[src/rtl/id_ex_bubble_register_if.sv]
// ID/EX boundary bundle: ID-side inputs, EX-side registered outputs and
// the hazard-detector feedback (load flag and RT address).
interface id_ex_bubble_register_if #(
  parameter int DATA_W = 32,
  parameter int CNT_W  = 16
);
  logic                     stall_i;
  logic                     flush_i;
  logic                     bubble_i;
  logic [8:0]               ctrl_i;
  logic signed [DATA_W-1:0] rs_data_i;
  logic signed [DATA_W-1:0] rt_data_i;
  logic signed [DATA_W-1:0] imm_i;
  logic [4:0]               rs_addr_i;
  logic [4:0]               rt_addr_i;
  logic [4:0]               rd_addr_i;

  logic [8:0]               ctrl_o;
  logic signed [DATA_W-1:0] rs_data_o;
  logic signed [DATA_W-1:0] rt_data_o;
  logic signed [DATA_W-1:0] imm_o;
  logic [4:0]               rs_addr_o;
  logic [4:0]               rt_addr_o;
  logic [4:0]               rd_addr_o;
  logic                     mem_read_o;
  logic [4:0]               rt_hazard_o;
  logic                     valid_o;
  logic [CNT_W-1:0]         bubble_cnt_o;

  // Driven by the ID stage / hazard unit
  modport master (
    output stall_i, flush_i, bubble_i, ctrl_i,
    output rs_data_i, rt_data_i, imm_i, rs_addr_i, rt_addr_i, rd_addr_i,
    input  ctrl_o, rs_data_o, rt_data_o, imm_o, rs_addr_o, rt_addr_o, rd_addr_o,
    input  mem_read_o, rt_hazard_o, valid_o, bubble_cnt_o
  );

  // The pipeline register itself
  modport slave (
    input  stall_i, flush_i, bubble_i, ctrl_i,
    input  rs_data_i, rt_data_i, imm_i, rs_addr_i, rt_addr_i, rd_addr_i,
    output ctrl_o, rs_data_o, rt_data_o, imm_o, rs_addr_o, rt_addr_o, rd_addr_o,
    output mem_read_o, rt_hazard_o, valid_o, bubble_cnt_o
  );
endinterface

[src/rtl/id_ex_bubble_register.sv]
// ID/EX pipeline register with bubble injection, flush, global freeze and a
// saturating bubble counter. Hazard feedback comes only from registered state.
module id_ex_bubble_register #(
  parameter int DATA_W = 32,
  parameter int CNT_W  = 16
) (
  input  logic                    clk_i,
  input  logic                    rst_i,
  id_ex_bubble_register_if.slave  bus
);

  localparam int MEM_READ_BIT = 6;

  function automatic logic [CNT_W-1:0] sat_inc(input logic [CNT_W-1:0] v);
    if (&v) return v;
    else    return v + CNT_W'(1);
  endfunction

  logic                     kill_p0;
  logic [8:0]               ctrl_p0;
  logic                     vld_p0;
  logic [CNT_W-1:0]         cnt_p0;

  logic [8:0]               ctrl_p1;
  logic                     vld_p1;
  logic [CNT_W-1:0]         cnt_p1;
  logic signed [DATA_W-1:0] rs_data_p1;
  logic signed [DATA_W-1:0] rt_data_p1;
  logic signed [DATA_W-1:0] imm_p1;
  logic [4:0]               rs_addr_p1;
  logic [4:0]               rt_addr_p1;
  logic [4:0]               rd_addr_p1;

  // ---- p0: next-state selection (stall is handled at the register enable)
  always_comb begin
    kill_p0 = bus.flush_i | bus.bubble_i;
    ctrl_p0 = kill_p0 ? 9'd0 : bus.ctrl_i;
    vld_p0  = ~kill_p0;
    // A flush outranks the bubble, so a squashed slot is not counted
    cnt_p0  = (bus.bubble_i && !bus.flush_i) ? sat_inc(cnt_p1) : cnt_p1;
  end

  // ---- p1: ID/EX register
  always_ff @(posedge clk_i) begin
    if (rst_i) begin
      ctrl_p1    <= '0;
      vld_p1     <= 1'b0;
      cnt_p1     <= '0;
      rs_data_p1 <= '0;
      rt_data_p1 <= '0;
      imm_p1     <= '0;
      rs_addr_p1 <= '0;
      rt_addr_p1 <= '0;
      rd_addr_p1 <= '0;
    end else if (!bus.stall_i) begin
      ctrl_p1    <= ctrl_p0;
      vld_p1     <= vld_p0;
      cnt_p1     <= cnt_p0;
      rs_data_p1 <= bus.rs_data_i;
      rt_data_p1 <= bus.rt_data_i;
      imm_p1     <= bus.imm_i;
      rs_addr_p1 <= bus.rs_addr_i;
      rt_addr_p1 <= bus.rt_addr_i;
      rd_addr_p1 <= bus.rd_addr_i;
    end
  end

  assign bus.ctrl_o       = ctrl_p1;
  assign bus.valid_o      = vld_p1;
  assign bus.bubble_cnt_o = cnt_p1;
  assign bus.rs_data_o    = rs_data_p1;
  assign bus.rt_data_o    = rt_data_p1;
  assign bus.imm_o        = imm_p1;
  assign bus.rs_addr_o    = rs_addr_p1;
  assign bus.rt_addr_o    = rt_addr_p1;
  assign bus.rd_addr_o    = rd_addr_p1;
  // RT is only a hazard source when EX holds a load
  assign bus.mem_read_o   = ctrl_p1[MEM_READ_BIT];
  assign bus.rt_hazard_o  = ctrl_p1[MEM_READ_BIT] ? rt_addr_p1 : 5'd0;

endmodule
[src/flat_wrapper.sv]
// flat-port wrapper written by rule: the top's interface ports become plain ports
module id_ex_bubble_register_flat 
#(
  parameter int DATA_W = 32,
  parameter int CNT_W  = 16
)
  (clk_i, rst_i, bus_stall_i, bus_flush_i, bus_bubble_i, bus_ctrl_i, bus_rs_data_i, bus_rt_data_i, bus_imm_i, bus_rs_addr_i, bus_rt_addr_i, bus_rd_addr_i, bus_ctrl_o, bus_rs_data_o, bus_rt_data_o, bus_imm_o, bus_rs_addr_o, bus_rt_addr_o, bus_rd_addr_o, bus_mem_read_o, bus_rt_hazard_o, bus_valid_o, bus_bubble_cnt_o);
  id_ex_bubble_register_if #(.DATA_W(DATA_W), .CNT_W(CNT_W)) bus_i ();
  input  logic clk_i;
  input  logic rst_i;
  input wire logic [$bits(bus_i.stall_i)-1:0] bus_stall_i;
  input wire logic [$bits(bus_i.flush_i)-1:0] bus_flush_i;
  input wire logic [$bits(bus_i.bubble_i)-1:0] bus_bubble_i;
  input wire logic [$bits(bus_i.ctrl_i)-1:0] bus_ctrl_i;
  input wire logic [$bits(bus_i.rs_data_i)-1:0] bus_rs_data_i;
  input wire logic [$bits(bus_i.rt_data_i)-1:0] bus_rt_data_i;
  input wire logic [$bits(bus_i.imm_i)-1:0] bus_imm_i;
  input wire logic [$bits(bus_i.rs_addr_i)-1:0] bus_rs_addr_i;
  input wire logic [$bits(bus_i.rt_addr_i)-1:0] bus_rt_addr_i;
  input wire logic [$bits(bus_i.rd_addr_i)-1:0] bus_rd_addr_i;
  output wire logic [$bits(bus_i.ctrl_o)-1:0] bus_ctrl_o;
  output wire logic [$bits(bus_i.rs_data_o)-1:0] bus_rs_data_o;
  output wire logic [$bits(bus_i.rt_data_o)-1:0] bus_rt_data_o;
  output wire logic [$bits(bus_i.imm_o)-1:0] bus_imm_o;
  output wire logic [$bits(bus_i.rs_addr_o)-1:0] bus_rs_addr_o;
  output wire logic [$bits(bus_i.rt_addr_o)-1:0] bus_rt_addr_o;
  output wire logic [$bits(bus_i.rd_addr_o)-1:0] bus_rd_addr_o;
  output wire logic [$bits(bus_i.mem_read_o)-1:0] bus_mem_read_o;
  output wire logic [$bits(bus_i.rt_hazard_o)-1:0] bus_rt_hazard_o;
  output wire logic [$bits(bus_i.valid_o)-1:0] bus_valid_o;
  output wire logic [$bits(bus_i.bubble_cnt_o)-1:0] bus_bubble_cnt_o;
  assign bus_i.stall_i = bus_stall_i;
  assign bus_i.flush_i = bus_flush_i;
  assign bus_i.bubble_i = bus_bubble_i;
  assign bus_i.ctrl_i = bus_ctrl_i;
  assign bus_i.rs_data_i = bus_rs_data_i;
  assign bus_i.rt_data_i = bus_rt_data_i;
  assign bus_i.imm_i = bus_imm_i;
  assign bus_i.rs_addr_i = bus_rs_addr_i;
  assign bus_i.rt_addr_i = bus_rt_addr_i;
  assign bus_i.rd_addr_i = bus_rd_addr_i;
  assign bus_ctrl_o = bus_i.ctrl_o;
  assign bus_rs_data_o = bus_i.rs_data_o;
  assign bus_rt_data_o = bus_i.rt_data_o;
  assign bus_imm_o = bus_i.imm_o;
  assign bus_rs_addr_o = bus_i.rs_addr_o;
  assign bus_rt_addr_o = bus_i.rt_addr_o;
  assign bus_rd_addr_o = bus_i.rd_addr_o;
  assign bus_mem_read_o = bus_i.mem_read_o;
  assign bus_rt_hazard_o = bus_i.rt_hazard_o;
  assign bus_valid_o = bus_i.valid_o;
  assign bus_bubble_cnt_o = bus_i.bubble_cnt_o;
  id_ex_bubble_register #(.DATA_W(DATA_W), .CNT_W(CNT_W)) u_core (.clk_i(clk_i), .rst_i(rst_i), .bus(bus_i));
endmodule
[config.mk]
export PLATFORM = sky130hd
export DESIGN_NAME = id_ex_bubble_register_flat
export DESIGN_NICKNAME = d
export VERILOG_FILES = /design/src/rtl/id_ex_bubble_register_if.sv /design/src/rtl/id_ex_bubble_register.sv /design/src/flat_wrapper.sv
export SDC_FILE = /design/constraint.sdc
export NUM_CORES = 1
export LEC_CHECK = 0
export ABC_AREA = 1
export CAP_MARGIN = 15
export CORE_MARGIN = 2
export CORE_UTILIZATION = 32
export DETAILED_ROUTE_END_ITERATION = 6
export HOLD_SLACK_MARGIN = 0.05
export PLACE_DENSITY = 0.67
export SLEW_MARGIN = 15
export SYNTH_ARGS = -nofsm -noshare
export SYNTH_HDL_FRONTEND = slang
export SYNTH_SLANG_ARGS = --single-unit
[constraint.sdc]
create_clock -name clk_i -period 2.1 [get_ports clk_i]
set_clock_uncertainty 0.15 [all_clocks]
set_input_delay 0.42 -clock clk_i [delete_from_list [all_inputs] [get_ports clk_i]]
set_output_delay 0.42 -clock clk_i [all_outputs]
set_load 0.01 [all_outputs]
==> impl_metrics.toml <==
[critical_path]
worstSetupStartpoint = "u_core.bus.ctrl_o[6]"
critical_path.slowest_cell = "clkdlybuf4s50_1"
crit_fanout = 8
critical_path.reg2reg.startpoint = "u_core.bus.bubble_cnt_o[0]"
critPathMaxStageDelay_ps = 520
worstPathCellList = "nand2_1 -> inv_1 -> clkdlybuf4s50_1"
r2r_setup_slack_ps = 480
worst_setup_ep_type = "output pin"
worst_r2r_path_depth = 9
critPathTopFamily = "buffers and inverters"
setup.worst_path.start_class = "register"
cp_data_arrival_time_ps = 1430
path_type_of_the_worst_setup_path = "reg -> out"
worst_ep_required_time_ps = 1530
timing.critical_path.buf_inv = 2
crit-reg2reg-capture = "u_core.bus.bubble_cnt_o[9]"

[clocking]
num_cts_buffers = 17
cts.repair_timing.setup_buffer_count = 0
worst_skew_pair.late_latency_ps = 410
clock_root_buffer = "clkbuf_16"
path_clk_slew_ps = 60
cts_tree = "done"
tritoncts_num_sinks = 137
cts_buffer_depth = 2
htree_num_levels = 4
hold_buffers = 0

[placement]
gp_congestion = 0.807
detailed_place_hpwl_mm = 11.2
port-buffer-count = 267
numPlacedInstances = 1164

[floorplanning]
initial_utilization = 0.325
fp.coreArea_um2 = 15800
die_h_um = 131
die_w_um = 131
floorplan.die_area_um2 = 17100
fp-row-count = 46
io-pin-count = 268

[pwr]
power.static_leakage_nw = 3.59
pwr_density_cell_nw_per_um2 = 793
peakVddDrop_mv = 0.541
finalPower_mw = 6.92

[timing]
timing.final.crit_period_ps = 2000
max_slew.worst_pin.slew_ps = 446
report.final.setup_viol = 0
max-slew-margin-rel = 0.702
max_freq_mhz = 501
post-route-period-util = 0.950
hold_viol_final = 0
grt_setup_unrepaired = "no"
final_max_slew_viol_count = 0

[final_layout]
fillCellCount = 1530
fin_nets = 1093
final_cell_count_no_fill = 1196
antenna_cells_inserted = 0
multiInputGateArea_um2 = 2070
ff_latch_area_um2 = 2750
post_route_cells_drive_above_1_share = 0.0643
synthToLayoutAreaGrowth_pct = 69.5

[grt]
grt_pass1_vias = 4796
gr-usage-all-layers = 0.185
grt_overflow_total = 0
antenna_found_initial = 0
grt_pass1_wl_mm = 24.6
grt_max_degree = 91

[yosys]
synthesis.instances = 702
post_synthesis_net_count = 828
synth.lib_cells_used.distinct = 16
yosys_register_bits = 137
postSynthAreaPerCell_um2 = 7.34
syn_area_um2 = 5150
proportion_of_synthesized_chip_area_in_sequential_cells = 0.532
synth_warnings = 0

[route]
finalWirelength_mm = 16.0
post_drt_via_cell_ratio = 4.43
drt_pre_antenna_iters = 4
drt_iter0_markers = 304
drt_drc_violations_left = 0
num_vias = 5302
drt-wirelength-per-cell_um = 13.4
final_antenna_net_count = 0

[hold_path]
worst_hold_path_type = "in -> reg"
min_from = "bus_stall_i"
min_delay_worst_endpoint = "u_core.bus.bubble_cnt_o[13]"
timing.hold.worst_path_depth = 4

[job]
cap_viol_max_count = 0

[run_status]
run_status = "finished clean"
routing by layer:
metal / track usage / part of all wire
met1: 0.217 / 0.42
met3: 0.0892 / 0.11
met5: 0 / 0
met4: 0.0645 / 0.015
met2: 0.295 / 0.46
report_power, final:
part	total (mW)	internal (mW)	leakage [nW]	switching, mW
clock	3.11	1.94	0.296	1.17
combinational	0.979	0.571	2.16	0.408
sequential	2.83	2.75	1.13	0.0766
cells in the mapped netlist:
master | n | area share
ha_1 | 1 | 0.0024
nor2_2 | 2 | 0.0024
o21ai_0 | 111 | 0.11
inv_1 | 31 | 0.023
buf_6 | 4 | 0.0087
clkbuf_1 | 23 | 0.017
nand4_1 | 9 | 0.011
nand3_1 | 23 | 0.022
buf_2 | 16 | 0.016
nand3b_1 | 1 | 0.0015
nor2_1 | 260 | 0.19
buf_4 | 2 | 0.0029
a21oi_1 | 18 | 0.017
nand2_1 | 62 | 0.045
clkinv_1 | 2 | 0.0015
dfxtp_1 | 137 | 0.53
worst min-delay path, stage by stage:
cell     delay (ps)
buf_4           120
nor2_4          100
a21oi_1         130
nor2_1           50
through the flow:
step | instance area (um2) | TNS (ps) | setup slack, ps | hold slack, ps | utilization
finish | 8730 | 0 | 104 | 297 | 0.552
detailed placement | 8100 | -1230 | -132 | 306 | 0.512
floorplan | 5150 | 0 | 593 | 338 | -
global placement | 8100 | -641 | -67.4 | 304 | 0.512
global route | 8730 | 0 | 20.1 | 311 | 0.552
CTS | 8720 | 0 | 26.6 | 316 | 0.551
how the worst max path moves through the flow:
stage,endpoint,slack [ps],depth (start not counted)
after floorplan,u_core.bus.bubble_cnt_o[0],590,10
after CTS,bus_rt_hazard_o[2],30,3
after global placement,u_core.bus.bubble_cnt_o[0],-70,9
after detailed placement,u_core.bus.bubble_cnt_o[9],-130,9
after global routing,bus_rt_hazard_o[3],20,3
final,bus_rt_hazard_o[3],100,3
what timing repair did:
item,CTS,global route
gates resized for setup,2,3
cloned,0,0
endpoints found under the setup margin,17,6
cell families after synthesis:
| logic type | count (synthesis) | share of synthesized area |
|---|---|---|
| DFF | 137 | 0.532 |
| adders and majority gates | 1 | 0.00243 |
| and+or+nand+nor | 357 | 0.272 |
| buffers and inverters | 78 | 0.0680 |
| AOI/OAI and AO/OA | 129 | 0.125 |
sequential cells by signal, summed over array words and instances, names as in the netlist:
register,cells
u_core.bus.bubble_cnt_o,16
u_core.bus.ctrl_o,9
u_core.bus.imm_o,32
u_core.bus.rd_addr_o,5
u_core.bus.rs_addr_o,5
u_core.bus.rs_data_o,32
u_core.bus.rt_addr_o,5
u_core.bus.rt_data_o,32
u_core.bus.valid_o,1
placed cells by master (no fill, tap or decap), types with 4 or more instances in the layout:
cell type        instances
buf_12                   4
clkbuf_16               17
dfxtp_1                136
o21ai_0                111
a21oi_1                 18
nand4_1                  9
nand3_1                 23
inv_1                   30
nand2_1                 62
clkdlybuf4s50_1        265
nor2_1                 259
buf_4                   21
area by class of cell:
cell class / count / area share
Clock buffer: 19 / 0.0519
Clock inverter: 13 / 0.0191
Inverter: 33 / 0.0145
Multi-Input combinational cell: 487 / 0.237
Sequential cell: 137 / 0.315
Tap cell: 216 / 0.0310
Timing Repair Buffer: 291 / 0.332
Note: power is estimated with default switching activity, not from simulation.
